$ cat src/rtl/bit_serial_alu.sv
// ============================================================================
//  Module   : bit_serial_alu (with leaf cell alu1bit)
//  Purpose  : Multi-cycle ALU that runs one alu1bit cell once per clock,
//             LSB first, over a WIDTH-bit operand pair. It uses the same op
//             encoding as the parallel ALU.
//  Revision : 1.0 - initial release
// ============================================================================
`default_nettype none

// ----------------------------------------------------------------------------
//  alu1bit : single-bit ALU slice (AND / OR / ADD / LESS), with optional b invert
// ----------------------------------------------------------------------------
module alu1bit (
    input  logic       a,
    input  logic       b,
    input  logic       cin,
    input  logic       less,
    input  logic [2:0] op,
    output logic       result,
    output logic       cout
);
    logic w_bb;
    logic w_sum;

    assign w_bb  = b ^ op[2];
    assign w_sum = a ^ w_bb ^ cin;
    assign cout  = (a & w_bb) | (a & cin) | (w_bb & cin);

    // Select the slice result from the low op bits
    always_comb begin
        result = 1'b0;
        case (op[1:0])
            2'b00:   result = a & w_bb;
            2'b01:   result = a | w_bb;
            2'b10:   result = w_sum;
            default: result = less;
        endcase
    end
endmodule

// ----------------------------------------------------------------------------
//  bit_serial_alu : sequencer around one alu1bit
// ----------------------------------------------------------------------------
module bit_serial_alu #(
    parameter int WIDTH = 32
) (
    input  logic             clk,
    input  logic             rst,
    input  logic             start,
    input  logic [WIDTH-1:0] a,
    input  logic [WIDTH-1:0] b,
    input  logic [2:0]       op,
    output logic             busy,
    output logic             done,
    output logic [WIDTH-1:0] result,
    output logic             cout,
    output logic             overflow,
    output logic             zero
);
    localparam int IDX_W = (WIDTH > 2) ? $clog2(WIDTH) : 1;
    localparam logic [IDX_W-1:0] C_IDX_LAST = IDX_W'(WIDTH - 1);
    localparam logic [2:0] C_OP_SLT = 3'b111;
    localparam logic [2:0] C_OP_SUB = 3'b110;

    // FIN is the single cycle that resolves the flags and SLT after the MSB
    typedef enum logic [1:0] {
        ST_IDLE = 2'd0,
        ST_RUN  = 2'd1,
        ST_FIN  = 2'd2,
        ST_DONE = 2'd3
    } state_t;

    state_t           r_state;
    logic [WIDTH-1:0] r_a_sh;
    logic [WIDTH-1:0] r_b_sh;
    logic [WIDTH-1:0] r_res_sh;
    logic [2:0]       r_op;
    logic             r_carry;
    logic [IDX_W-1:0] r_idx;
    logic             r_cin_msb;
    logic             r_cout_msb;
    logic             r_set;
    logic [WIDTH-1:0] r_result;
    logic             r_cout;
    logic             r_ovf;
    logic             r_zero;

    logic             w_cell_res;
    logic             w_cell_cout;
    logic [2:0]       w_cell_op;
    logic [WIDTH-1:0] w_final;
    logic             w_arith;
    logic             w_is_slt;

    // SLT runs through the subtract path; the set bit is formed afterwards
    assign w_is_slt  = (r_op == C_OP_SLT);
    assign w_cell_op = w_is_slt ? C_OP_SUB : r_op;
    assign w_arith   = (r_op[1:0] == 2'b10);
    assign w_final   = w_is_slt ? {{(WIDTH-1){1'b0}}, r_set} : r_res_sh;

    alu1bit u_cell (
        .a      (r_a_sh[0]),
        .b      (r_b_sh[0]),
        .cin    (r_carry),
        .less   (1'b0),
        .op     (w_cell_op),
        .result (w_cell_res),
        .cout   (w_cell_cout)
    );

    // Sequencer: latch, shift one bit per cycle, then resolve flags
    always_ff @(posedge clk) begin
        if (rst) begin
            r_state    <= ST_IDLE;
            r_a_sh     <= '0;
            r_b_sh     <= '0;
            r_res_sh   <= '0;
            r_op       <= '0;
            r_carry    <= 1'b0;
            r_idx      <= '0;
            r_cin_msb  <= 1'b0;
            r_cout_msb <= 1'b0;
            r_set      <= 1'b0;
            r_result   <= '0;
            r_cout     <= 1'b0;
            r_ovf      <= 1'b0;
            r_zero     <= 1'b1;
        end else begin
            case (r_state)
                ST_IDLE: begin
                    if (start) begin
                        r_a_sh  <= a;
                        r_b_sh  <= b;
                        r_op    <= op;
                        r_carry <= op[2];
                        r_idx   <= '0;
                        r_state <= ST_RUN;
                    end
                end
                ST_RUN: begin
                    r_res_sh <= {w_cell_res, r_res_sh[WIDTH-1:1]};
                    r_a_sh   <= r_a_sh >> 1;
                    r_b_sh   <= r_b_sh >> 1;
                    r_carry  <= w_cell_cout;
                    r_idx    <= r_idx + 1'b1;
                    if (r_idx == C_IDX_LAST) begin
                        r_cin_msb  <= r_carry;
                        r_cout_msb <= w_cell_cout;
                        r_set      <= w_cell_res ^ (r_carry ^ w_cell_cout);
                        r_state    <= ST_FIN;
                    end
                end
                ST_FIN: begin
                    r_result <= w_final;
                    r_zero   <= ~|w_final;
                    r_cout   <= w_arith & r_cout_msb;
                    r_ovf    <= w_arith & (r_cin_msb ^ r_cout_msb);
                    r_state  <= ST_DONE;
                end
                default: begin
                    r_state <= ST_IDLE;
                end
            endcase
        end
    end

    assign busy     = (r_state != ST_IDLE);
    assign done     = (r_state == ST_DONE);
    assign result   = r_result;
    assign cout     = r_cout;
    assign overflow = r_ovf;
    assign zero     = r_zero;
endmodule

`default_nettype wire

$ cat config.mk
export PLATFORM = sky130hd
export DESIGN_NAME = bit_serial_alu
export DESIGN_NICKNAME = d
export VERILOG_FILES = /design/src/rtl/bit_serial_alu.sv
export SDC_FILE = /design/constraint.sdc
export NUM_CORES = 1
export LEC_CHECK = 0
export CAP_MARGIN = 10
export CORE_MARGIN = 2
export CORE_UTILIZATION = 40
export DETAILED_ROUTE_END_ITERATION = 16
export REMOVE_ABC_BUFFERS = 1
export SLEW_MARGIN = 20
export SYNTH_ARGS = -nofsm -noshare
export SYNTH_HDL_FRONTEND = slang
export SYNTH_SLANG_ARGS = --single-unit
$ cat constraint.sdc
create_clock -name clk -period 2.6 [get_ports clk]
set_input_delay 0.39 -clock clk [delete_from_list [all_inputs] [get_ports clk]]
set_output_delay 0.39 -clock clk [all_outputs]
set_load 0.01 [all_outputs]
==> results_dict.tcl, run 1 <==
set metrics [dict create \
    dieArea_um2 16300 \
    ant_nets 0 \
    power_switching_mw 2.66 \
    clkPwrFrac 0.281 \
    max_stage_delay_ns 0.53 \
    antenna_cells 0 \
    cp_max_fo 14 \
    yosysWarnings 0 \
    clk-insertion-delay-late_ns 0.42 \
    fin_crit_ns 2.37 \
    start_util 0.406 \
    grt_usage 0.160 \
    status "completed" \
    worstPathRequired_ns 2.21 \
    drive_above_1_share 0.0560 \
    fin_ws_ns 0.233 \
    tightest_slew_ns 0.669 \
    ys.flop_type "dfxtp_1" \
    nNetsFinal 818 \
    async_reset_ff_frac 0 \
    synth-seq-area-share 0.474 \
    maxCapViolCount 0 \
    drc_errors 0 \
    die_y_um 128 \
    wl_per_cell_um 13.7 \
    first_iter_violations 278 \
    cts_buffers 17 \
    timing.slew.headroom 0.549 \
    htree_num_levels 4 \
    numPortBuffers 106 \
    p_comb_frac 0.350 \
    post_cts_buffers 0 \
    period_share 0.910 \
    antenna_found_initial 1 \
    gp_congestion 0.748 \
    rows 45 \
    path_buf_inv 3 \
    holdWs_ns 0.416 \
    cpMaxStageDelayCell "clkdlybuf4s50_1" \
    yosysMostFrequentCell "dfxtp_1" \
    p_leak_nw 2.84 \
    clk_pin_slew_ns 0.06 \
    cts.sinks 145 \
    ys_types 32 \
    core_um2 15100 \
    grt_pass1_vias 4649 \
    pre_cts_slack_ns 0.571 \
    root_buffer "clkbuf_16" \
    synth_common_cells "dfxtp_1, nor2_1, mux2i_1" \
    grt-ovfl-total 0 \
    cts_tree "yes" \
    final_max_slew_viol_count 0 \
    finClkSkew_ns 0.00752 \
    multiInputGateArea_um2 2980 \
    internal_power_mw 5.20 \
    pwr_density_cell_nw_per_um2 1000 \
    viasPerCell 5.17 \
    n_fill_cell 1379 \
    p_seq_frac 0.369 \
    place_hpwl_um 8410 \
    cts-hold-fix-buffers 0 \
    setup_viol 0 \
    grt_pass1_wl_um 21300 \
    cp_data_arrival_time_ns 1.98 \
    hold_class "in -> reg" \
    netlist.area_leader.share 0.474 \
    synth_seq_cells 145 \
    area_delta_synth_final_pct 28.1 \
    io_pins 107 \
    post_cts_resized 0 \
    path_class "reg -> out" \
    register_area_um2 2900 \
    vdd_ir_drop_max_uv 798 \
    switching_share 0.339 \
    fin_util 0.520 \
    synth_top_cell_by_area "dfxtp_1" \
    clockBufferDepth 2 \
    die_x_um 128 \
    synth_edf_count 0 \
    rsz0062_at_grt "no" \
    yosys-top-cells-area "dfxtp_1, mux2i_1, a211oi_1, nor2_1, a21oi_1" \
    start_kind "flip-flop" \
    num_vias 4853 \
    syn_inst 659 \
    hold_viol 0 \
    crit_path_cell_trace "inv_1 -> ha_1 -> inv_1 -> clkdlybuf4s50_1" \
    critPathCaptureType "primary output" \
    grt_max_degree 73 \
    fmax_mhz 422 \
    setup_tns_ns 0 \
    worst_path_most_repeated_cell "inv_1" \
    avgSynthCellArea_um2 9.30 \
    wl_um 12800 \
    cp_top_family "buffers and inverters" \
    firstDrtPassIters 5 \
    synth_area_um2 6130 \
]
cells by family after synthesis:
kind of cell               Yosys count  share of synthesized area
AOI/OAI and AO/OA                  123                      0.129
muxes                               97                      0.158
xor gates and xnor gates             3                    0.00429
DFF                                145                      0.474
buffers and inverters               62                     0.0433
adders and majority gates           10                     0.0216
and+or+nand+nor                    219                      0.169
power by group through the flow:
stage,Combinational (mW),Sequential (mW),Clock [mW]
2_1_floorplan,2.32,3.02,0
3_3_place_gp,2.69,2.94,0
3_5_place_dp,2.79,2.95,0
4_1_cts,2.79,2.91,2.27
5_1_grt,3.07,2.96,2.36
6_report,2.75,2.91,2.21
state kept, by name, summed over array words and instances, names as in the netlist:
name,cells
r_cin_msb,1
result,32
overflow,1
r_res_sh,32
r_set,1
r_b_sh,32
r_idx,5
r_cout_msb,1
r_carry,1
r_op,3
r_state,2
r_a_sh,32
zero,1
cout,1
cells in the final DEF (no fill, tap or decap), types with 2 or more instances in the layout:
master / count
dfxtp_1: 145
nor2_1: 107
clkdlybuf4s50_1: 105
mux2i_1: 97
a211oi_1: 64
a21oi_1: 48
nand3_1: 42
nand2b_1: 37
clkbuf_16: 17
nand2_1: 8
inv_1: 7
ha_1: 7
clkinv_2: 6
buf_4: 6
nor2b_1: 5
o21ai_0: 5
nor4_1: 5
clkbuf_8: 5
buf_12: 4
xor2_1: 3
nor3_1: 3
clkbuf_1: 3
and2_1: 2
nor3b_1: 2
a32oi_1: 2
nand4_1: 2
or4_1: 2
area by class of cell:
| type | count | area share |
|---|---|---|
| clock buffers | 25 | 0.0644 |
| clock inverters | 6 | 0.00382 |
| inverters | 7 | 0.00335 |
| multi-input cells | 452 | 0.379 |
| flip-flops and latches | 145 | 0.370 |
| well taps | 188 | 0.0300 |
| repair buffers | 115 | 0.150 |
path summary, 6_finish.rpt:
check	endpoint	slack (ns)	start	cells past startpoint
worst max-delay path	busy	0.23	r_state[0]$_SDFFE_PP0P_	4
worst min register to register	result[12]$_SDFFE_PP0P_	0.47	result[12]$_SDFFE_PP0P_	2
worst max register to register	r_a_sh[22]$_SDFFE_PP0P_	0.57	r_state[0]$_SDFFE_PP0P_	7
worst min-delay path	r_b_sh[31]$_SDFFE_PP0P_	0.42	rst	2
per-layer routing:
| metal | track usage | part of all wire | vias up |
|---|---|---|---|
| met3 | 0.0434 | 0.048 | 17 |
| met4 | 0.0582 | 0.015 | 2 |
| li1 | - | - | 2472 |
| met5 | 0 | 0.0010 | - |
| met2 | 0.261 | 0.45 | 115 |
| met1 | 0.203 | 0.48 | 2247 |
per-stage QoR:
stage / cell area (um2) / total power, mW / std cells
floorplan: 5890 / 5.35 / 604
global route: 7850 / 8.39 / 938
CTS: 7850 / 7.97 / 938
global placement: 7320 / 5.63 / 907
detailed placement: 7320 / 5.74 / 907
finish: 7850 / 7.87 / 938
Power figures use the tool's default switching activity.
==> run 2, diff against run 1 <==
--- a/config.mk
+++ b/config.mk
@@ -6,9 +6,12 @@
 export NUM_CORES = 1
 export LEC_CHECK = 0
 export CAP_MARGIN = 10
+export CELL_PAD_IN_SITES_DETAIL_PLACEMENT = 1
+export CELL_PAD_IN_SITES_GLOBAL_PLACEMENT = 1
 export CORE_MARGIN = 2
 export CORE_UTILIZATION = 40
 export DETAILED_ROUTE_END_ITERATION = 16
+export PLACE_DENSITY_LB_ADDON = 0.1
 export REMOVE_ABC_BUFFERS = 1
 export SLEW_MARGIN = 20
 export SYNTH_ARGS = -nofsm -noshare
==> results_dict.tcl, run 2 (same netlist as run 1, synthesis figures left out) <==
set metrics [dict create \
    gp_congestion 0.747 \
    grt-ovfl-total 0 \
    fin_crit_ns 2.36 \
    final_common_cell "dfxtp_1" \
    dieArea_um2 16300 \
    status "completed" \
    hold_class "in -> reg" \
    n_fill_cell 1713 \
    setup_viol 0 \
    post_cts_resized 0 \
    wl_um 14200 \
    clk_pin_slew_ns 0.06 \
    clk-insertion-delay-late_ns 0.42 \
    grt_usage 0.181 \
    num_vias 4892 \
    maxCapViolCount 0 \
    worstPathRequired_ns 2.21 \
    cts_buffers 17 \
    cp_max_fo 14 \
    grt_max_degree 126 \
    drive_above_1_share 0.0625 \
    p_leak_nw 2.87 \
    place_hpwl_um 9360 \
    start_kind "flip-flop" \
    cpMaxStageDelayCell "clkdlybuf4s50_1" \
    antenna_found_initial 0 \
    numPortBuffers 106 \
    cts_tree "yes" \
    vdd_ir_drop_max_uv 630 \
    period_share 0.909 \
    first_iter_violations 241 \
    register_area_um2 2900 \
    core_um2 15100 \
    cts-hold-fix-buffers 0 \
    viasPerCell 5.20 \
    nNetsFinal 819 \
    layout_common_cells "dfxtp_1, nor2_1, clkdlybuf4s50_1, mux2i_1, a211oi_1" \
    die_x_um 128 \
    crit_path_cell_trace "inv_1 -> ha_1 -> inv_1 -> clkdlybuf4s50_1" \
    path_class "reg -> out" \
    multiInputGateArea_um2 2980 \
    htree_num_levels 4 \
    r2r_start "r_state[0]$_SDFFE_PP0P_" \
    rsz0062_at_grt "no" \
    timing.slew.headroom 0.508 \
    cp_top_family "buffers and inverters" \
    path_buf_inv 3 \
    drc_errors 0 \
    antenna_cells 0 \
    cp_data_arrival_time_ns 1.97 \
    grt_pass1_vias 4982 \
    setup.worst_path.start "r_state[0]$_SDFFE_PP0P_" \
    cts.sinks 145 \
    area_delta_synth_final_pct 29.3 \
    root_buffer "clkbuf_16" \
    tightest_slew_ns 0.730 \
    die_y_um 128 \
    fmax_mhz 423 \
    rows 45 \
    hold_viol 0 \
    start_util 0.406 \
    worst_path_most_repeated_cell "inv_1" \
    max_stage_delay_ns 0.53 \
    fin_util 0.525 \
    clockBufferDepth 2 \
    hp-start "rst" \
    ant_nets 0 \
    grt_pass1_wl_um 23800 \
    fin_ws_ns 0.237 \
    finClkSkew_ns 0.00457 \
    pre_cts_slack_ns 0.371 \
    post_cts_buffers 0 \
    io_pins 107 \
    wl_per_cell_um 15.1 \
    firstDrtPassIters 4 \
    critPathCaptureType "primary output" \
    final_max_slew_viol_count 0 \
    pwr_density_cell_nw_per_um2 1040 \
]
[run 2: cell count changes in the layout (fill, tap and decap cells not counted), sizes merged]
cell      change
clkinvlp      +2
clkinv        -1
bufinv        +3
buf           +1
clkbuf        -3
[run 2: power breakdown]
group          internal (mW)  switching [mW]
clock network           1.63           0.924
registers               2.66           0.265
logic                   1.17            1.57
total                   5.45            2.76
[run 2: area by class of cell]
type / instances / share of cell area
clock buffers: 22 / 0.0624
well taps: 188 / 0.0297
clock inverters: 10 / 0.0164
flip-flops and latches: 145 / 0.366
multi-input cells: 452 / 0.376
inverters: 7 / 0.00332
repair buffers: 116 / 0.146
[run 2: worst paths after layout]
| kind | endpoint | slack, ns | depth (start not counted) |
|---|---|---|---|
| setup / recovery | busy | 0.24 | 4 |
| hold / removal | r_a_sh[16]$_SDFFE_PP0P_ | 0.41 | 2 |
| setup reg to reg | r_a_sh[27]$_SDFFE_PP0P_ | 0.38 | 7 |
| hold reg to reg | result[11]$_SDFFE_PP0P_ | 0.46 | 2 |
[run 2: layer usage]
metal	global-route usage	wire, um	up-vias
li1	-	-	2472
met1	0.222	6620	2314
met2	0.305	6810	88
met3	0.0472	576	18
met4	0.0672	191	0
met5	0	0	-
[run 2: metrics by stage]
step	std cells	hold slack, ns	cell area, um2	setup TNS, ns	total power, mW
after floorplan	604	0.448	5890	-294.29	5.35
after global placement	908	0.455	7300	0	5.56
after detailed placement	908	0.459	7300	0	5.74
after CTS	940	0.401	7920	0	8.32
after global routing	940	0.428	7920	0	8.75
final	940	0.411	7920	0	8.21
==> patch 1, RTL diff (flow settings as in run 1) <==
Register the inputs `start`, `a`, `b` and `op` before use. The logic sees them one clock later.
--- a/src/rtl/bit_serial_alu.sv
+++ b/src/rtl/bit_serial_alu.sv
@@ -70,6 +70,18 @@
         ST_DONE = 2'd3
     } state_t;
 
+    logic start_q;
+    logic [WIDTH-1:0] a_q;
+    logic [WIDTH-1:0] b_q;
+    logic [2:0] op_q;
+
+    always_ff @(posedge clk) begin
+        start_q <= start;
+        a_q     <= a;
+        b_q     <= b;
+        op_q    <= op;
+    end
+
     state_t           r_state;
     logic [WIDTH-1:0] r_a_sh;
     logic [WIDTH-1:0] r_b_sh;
@@ -128,11 +140,11 @@
         end else begin
             case (r_state)
                 ST_IDLE: begin
-                    if (start) begin
-                        r_a_sh  <= a;
-                        r_b_sh  <= b;
-                        r_op    <= op;
-                        r_carry <= op[2];
+                    if (start_q) begin
+                        r_a_sh  <= a_q;
+                        r_b_sh  <= b_q;
+                        r_op    <= op_q;
+                        r_carry <= op_q[2];
                         r_idx   <= '0;
                         r_state <= ST_RUN;
                     end
Formal check against the unedited RTL: not equivalent (Yosys sat finds a counterexample within 4 cycles, from zero or initial values and one cycle with rst high).
==> patch 1 against run 1 <==
Cell count increased by 13%; non-clock buffer count increased by 1; routed wire length up 10%; final area up 21%; setup slack got worse by 0.072 ns; power up 27%; clock power increased by 47%; clock skew rose by 0.010 ns; combinational power is essentially flat; area after synthesis up 22%; sequential cell count is 68 higher; critical path type unchanged; largest power group unchanged; highest routed layer is now met4.
==> patch 1: results <==
[detailed_routing]
first_pass_iters = 4
ant_nets = 0
finalWirelength_microns = 14140
num_vias = 5231
drt_iter0_markers = 231

[cts]
cts_htree_levels = 1
cts_root_buf = "clkbuf_16"
clk_path_buf_depth = 3
cts_resized = 0
numCtsBuffers = 23
clk_latency_ns = 0.51
cts_setup_buffers = 0
path_clk_slew_ns = 0.06

[power_and_ir_drop]
peakVddDrop_mv = 0.5375
switching_share = 0.3117
p_leak_nw = 3.516

[setup_path]
rrSetupSlack_ns = 0.57
path_delay_family = "buffers and inverters"
worstPathArrival_ns = 2.05
cp_max_fo = 14
timing.rr.end = "r_a_sh[27]$_SDFFE_PP0P_"
slowest_delay_ns = 0.53
r2r_start = "r_state[0]$_SDFFE_PP0P_"
critPathSlowestCell = "clkdlybuf4s50_1"
reg2regPathDepth = 7

[grt]
gr-usage-all-layers = 0.1416
grt_max_degree = 86
antenna_found_initial = 0
grt_pass1_vias = 5050
grt_pass1_wl_microns = 23960

[min_path]
hold_depth = 2
holdCritPathClass = "input port to flip-flop"
min_to = "r_res_sh[14]$_SDFFE_PP0P_"
min_from = "rst"

[placement]
port_buffers = 106
gp_congestion = 0.7496
dp_hpwl_microns = 9207
dpl_worst_slack_ns = 0.5598

[cells_and_area]
drive_gt1_frac = 0.06514
nets = 893
diodes = 0

[synthesis]
ys_types = 32
synth.area.top_cells = "dfxtp_1 (57%), mux2i_1 (13%), a211oi_1 (6.4%), nor2_1 (5.4%), a21oi_1 (3.2%)"
yosys_warnings = 0
synth_top_flop_cell = "dfxtp_1"
seq_area_frac_synth = 0.5693
synth_commonest_cells = "dfxtp_1 (213), nor2_1 (107), mux2i_1 (97)"
synth_async_sr_flop_share = 0

[run_status]
status = "complete, no violations"

[sta]
worst_slew_pin_slew_ns = 0.6816
whs_ns = 0.3090
clock_skew_ns = 0.01796
==> patch 1: changes by cell type after synthesis, sizes merged <==
cell	run 1	this run
dfxtp	145	213
clkbuf	26	27
buf	29	28
==> patch 1: how the worst max path moves through the flow <==
| stage | from | end | slack [ns] | cells past startpoint |
|---|---|---|---|---|
| 2_1_floorplan | r_state[0]$_SDFFE_PP0P_ | r_carry$_SDFFE_PP0P_ | -3.56 | 5 |
| 3_3_place_gp | r_state[0]$_SDFFE_PP0P_ | r_a_sh[27]$_SDFFE_PP0P_ | 0.67 | 7 |
| 3_5_place_dp | r_state[0]$_SDFFE_PP0P_ | r_a_sh[27]$_SDFFE_PP0P_ | 0.56 | 7 |
| 4_1_cts | r_state[0]$_SDFFE_PP0P_ | busy | 0.12 | 4 |
| 5_1_grt | r_state[0]$_SDFFE_PP0P_ | busy | 0.04 | 4 |
| 6_report | r_state[0]$_SDFFE_PP0P_ | busy | 0.16 | 4 |
==> patch 1: through the flow <==
| stage | setup TNS [ns] | instance area [sq um] | total power, mW | cells |
|---|---|---|---|---|
| CTS | 0 | 9505 | 10.15 | 1063 |
| floorplan | -294.29 | 7251 | 6.477 | 672 |
| global route | 0 | 9505 | 10.64 | 1063 |
| detailed placement | 0 | 8730 | 6.872 | 1022 |
| global placement | 0 | 8730 | 6.744 | 1022 |
| finish | 0 | 9505 | 10.01 | 1063 |
==> patch 1: logic make-up after synthesis <==
family          Yosys count  synth area share
buf+inv                  62           0.03542
flops                   213            0.5693
simple gates            219            0.1387
xor+xnor                  3          0.003509
mux                      97            0.1296
fa+ha+maj                10           0.01771
compound gates          123            0.1057
==> patch 1: routing by layer <==
layer,up-vias,part of all wire,track usage
met2,111,0.46,0.2380
met1,2392,0.48,0.1883
li1,2704,-,-
met3,24,0.048,0.03023
met5,-,0,0
met4,0,0.018,0.03158
==> patch 1: area by class of cell <==
type | instances | area, sq um
fillers | 1673 | 9012
inverters | 7 | 26.28
multi-input cells | 452 | 2975
clock inverters | 13 | 151.4
flip-flops and latches | 213 | 4264
repair buffers | 116 | 1171
well taps | 234 | 292.8
clock buffers | 28 | 624.3
==> patch 1: power by group through the flow <==
stage	Sequential (mW)	Clock, mW	Combinational, mW
2_1_floorplan	4.15	0	2.32
3_3_place_gp	4.08	0	2.66
3_5_place_dp	4.10	0	2.78
4_1_cts	4.03	3.34	2.77
5_1_grt	4.09	3.47	3.08
6_report	4.03	3.24	2.74
==> patch 1: worst register-to-register path, delay by kind of cell, from the launching register on <==
kind                       cells  cell delay, ns
and+or+nand+nor                3            0.46
buffers and inverters          2            0.46
DFF                            1            0.45
adders and majority gates      1            0.35
AOI/OAI and AO/OA              1            0.23
==> patch 2, RTL diff (flow settings as in run 1) <==
Made on the original files. Set the parameter `WIDTH` to 16 (it was 32).
--- a/src/rtl/bit_serial_alu.sv
+++ b/src/rtl/bit_serial_alu.sv
@@ -42,7 +42,7 @@
 //  bit_serial_alu : sequencer around one alu1bit
 // ----------------------------------------------------------------------------
 module bit_serial_alu #(
-    parameter int WIDTH = 32
+    parameter int WIDTH = 16
 ) (
     input  logic             clk,
     input  logic             rst,
Ports: changed (resized a, b and result); port bits go from 107 to 59. No check against the original RTL was run, so the function may have changed too.
==> patch 2 against run 1 <==
Core utilization is 0.62 points lower; setup slack gained 0.12 ns; power fell by 44%; final area shrank 42%; area after synthesis shrank 40%; die area down 39%; sequential cell count down 65; combinational power decreased by 37%; via count down 43%; routed wire length is 45% lower; maximum frequency rose by 5.5%; non-clock buffer count decreased by 51; critical path type unchanged; largest power group is now combinational logic.
==> patch 2: results <==
[synthesis]
synth.area.top_cells = "dfxtp_1 (44%), mux2i_1 (13%), a211oi_2 (9.9%), nor2_1 (5.9%), a21oi_1 (4.2%)"
yosys_warnings = 0
ys_types = 36
synth_commonest_cells = "dfxtp_1 (80), nor2_1 (58), mux2i_1 (49)"
synth_async_sr_flop_share = 0
seq_area_frac_synth = 0.4364

[grt]
gr-usage-all-layers = 0.1526
grt_pass1_vias = 2662
antenna_found_initial = 0
grt_pass1_wl_microns = 12410
grt_max_degree = 81

[sta]
clock_skew_ns = 0.009019
finalMaxSlewViolations = 0
worst_slew_pin_slew_ns = 0.6855

[cts]
cts_setup_buffers = 0
numCtsBuffers = 9
cts_root_buf = "clkbuf_8"
clk_latency_ns = 0.34
cts_resized = 0
cts_htree_levels = 3
path_clk_slew_ns = 0.08
clk_path_buf_depth = 2

[placement]
gp_congestion = 0.7856
port_buffers = 58
dp_hpwl_microns = 4582
placed_cell_area_sq_um = 4295

[detailed_routing]
num_vias = 2760
route.detailed.drc = 0
drt_iter0_markers = 89
first_pass_iters = 4
wire_per_inst_microns = 13.01

[setup_path]
worstPathArrival_ns = 1.85
cp_max_fo = 14
reg2regPathDepth = 7

[cells_and_area]
fill_cells = 845
drive_gt1_frac = 0.1343
diodes = 0
nets = 474

[min_path]
hold_depth = 2
holdCritPathClass = "flip-flop to flip-flop"

[power_and_ir_drop]
peakVddDrop_mv = 0.4999
p_int_mw = 2.863
p_leak_nw = 1.605

[run_status]
status = "complete, no violations"
[patch 2: critical path, stage by stage, from the launching register on]
cell and delay [ns]:
dfxtp_1 0.41, inv_1 0.08, ha_1 0.38, inv_1 0.11, clkdlybuf4s50_1 0.53
[patch 2: kinds of logic after synthesis]
logic type / count (synthesis) / synth area share
fa+ha+maj: 9 / 0.03273
compound gates: 73 / 0.1677
xor+xnor: 3 / 0.007161
flops: 80 / 0.4364
simple gates: 131 / 0.1701
mux: 49 / 0.1337
buf+inv: 35 / 0.05216
[patch 2: final cells by class]
type / instances / area (sq um) / area share
Multi-Input combinational cell: 265 / 1887 / 0.4168
Sequential cell: 80 / 1602 / 0.3538
Timing Repair Buffer: 64 / 645.6 / 0.1426
Clock buffer: 12 / 155.1 / 0.03427
Tap cell: 108 / 135.1 / 0.02985
Clock inverter: 4 / 76.32 / 0.01686
Inverter: 7 / 26.28 / 0.005804
[patch 2: metrics by stage]
step                      std cells  worst slack, ns  TNS, ns  power [mW]
after floorplan                 352           -1.909   -60.53       3.035
after global placement          524           0.6787        0       3.402
after detailed placement        524           0.6274        0       3.448
after CTS                       540           0.3212        0       4.502
after global routing            540           0.2170        0       4.767
final                           540           0.3563        0       4.444
[patch 2: power groups by stage]
stage	registers [mW]	logic, mW	clock network (mW)
6_report	1.66	1.74	1.04
5_1_grt	1.71	1.93	1.12
4_1_cts	1.67	1.76	1.07
3_5_place_dp	1.69	1.75	0
3_3_place_gp	1.69	1.72	0
2_1_floorplan	1.66	1.38	0
[patch 2: per-layer routing]
layer  wire length [microns]  share of wire  global-route usage  vias up
li1                        -              -                   -     1427
met1                    3551           0.51              0.2011     1283
met2                    3151           0.45              0.2458       44
met3                     231          0.033             0.03203        6
met4                      92          0.013             0.06006        0
met5                       0              0                   0        -
[patch 2: worst paths after layout]
kind / startpoint / to / slack [ns]
max: r_state[0]$_SDFFE_PP0P_ / busy / 0.36
min: result[3]$_SDFFE_PP0N_ / result[3]$_SDFFE_PP0N_ / 0.47
max reg2reg: r_state[0]$_SDFFE_PP0P_ / r_b_sh[6]$_SDFFE_PP0P_ / 0.70
min reg2reg: result[3]$_SDFFE_PP0N_ / result[3]$_SDFFE_PP0N_ / 0.47
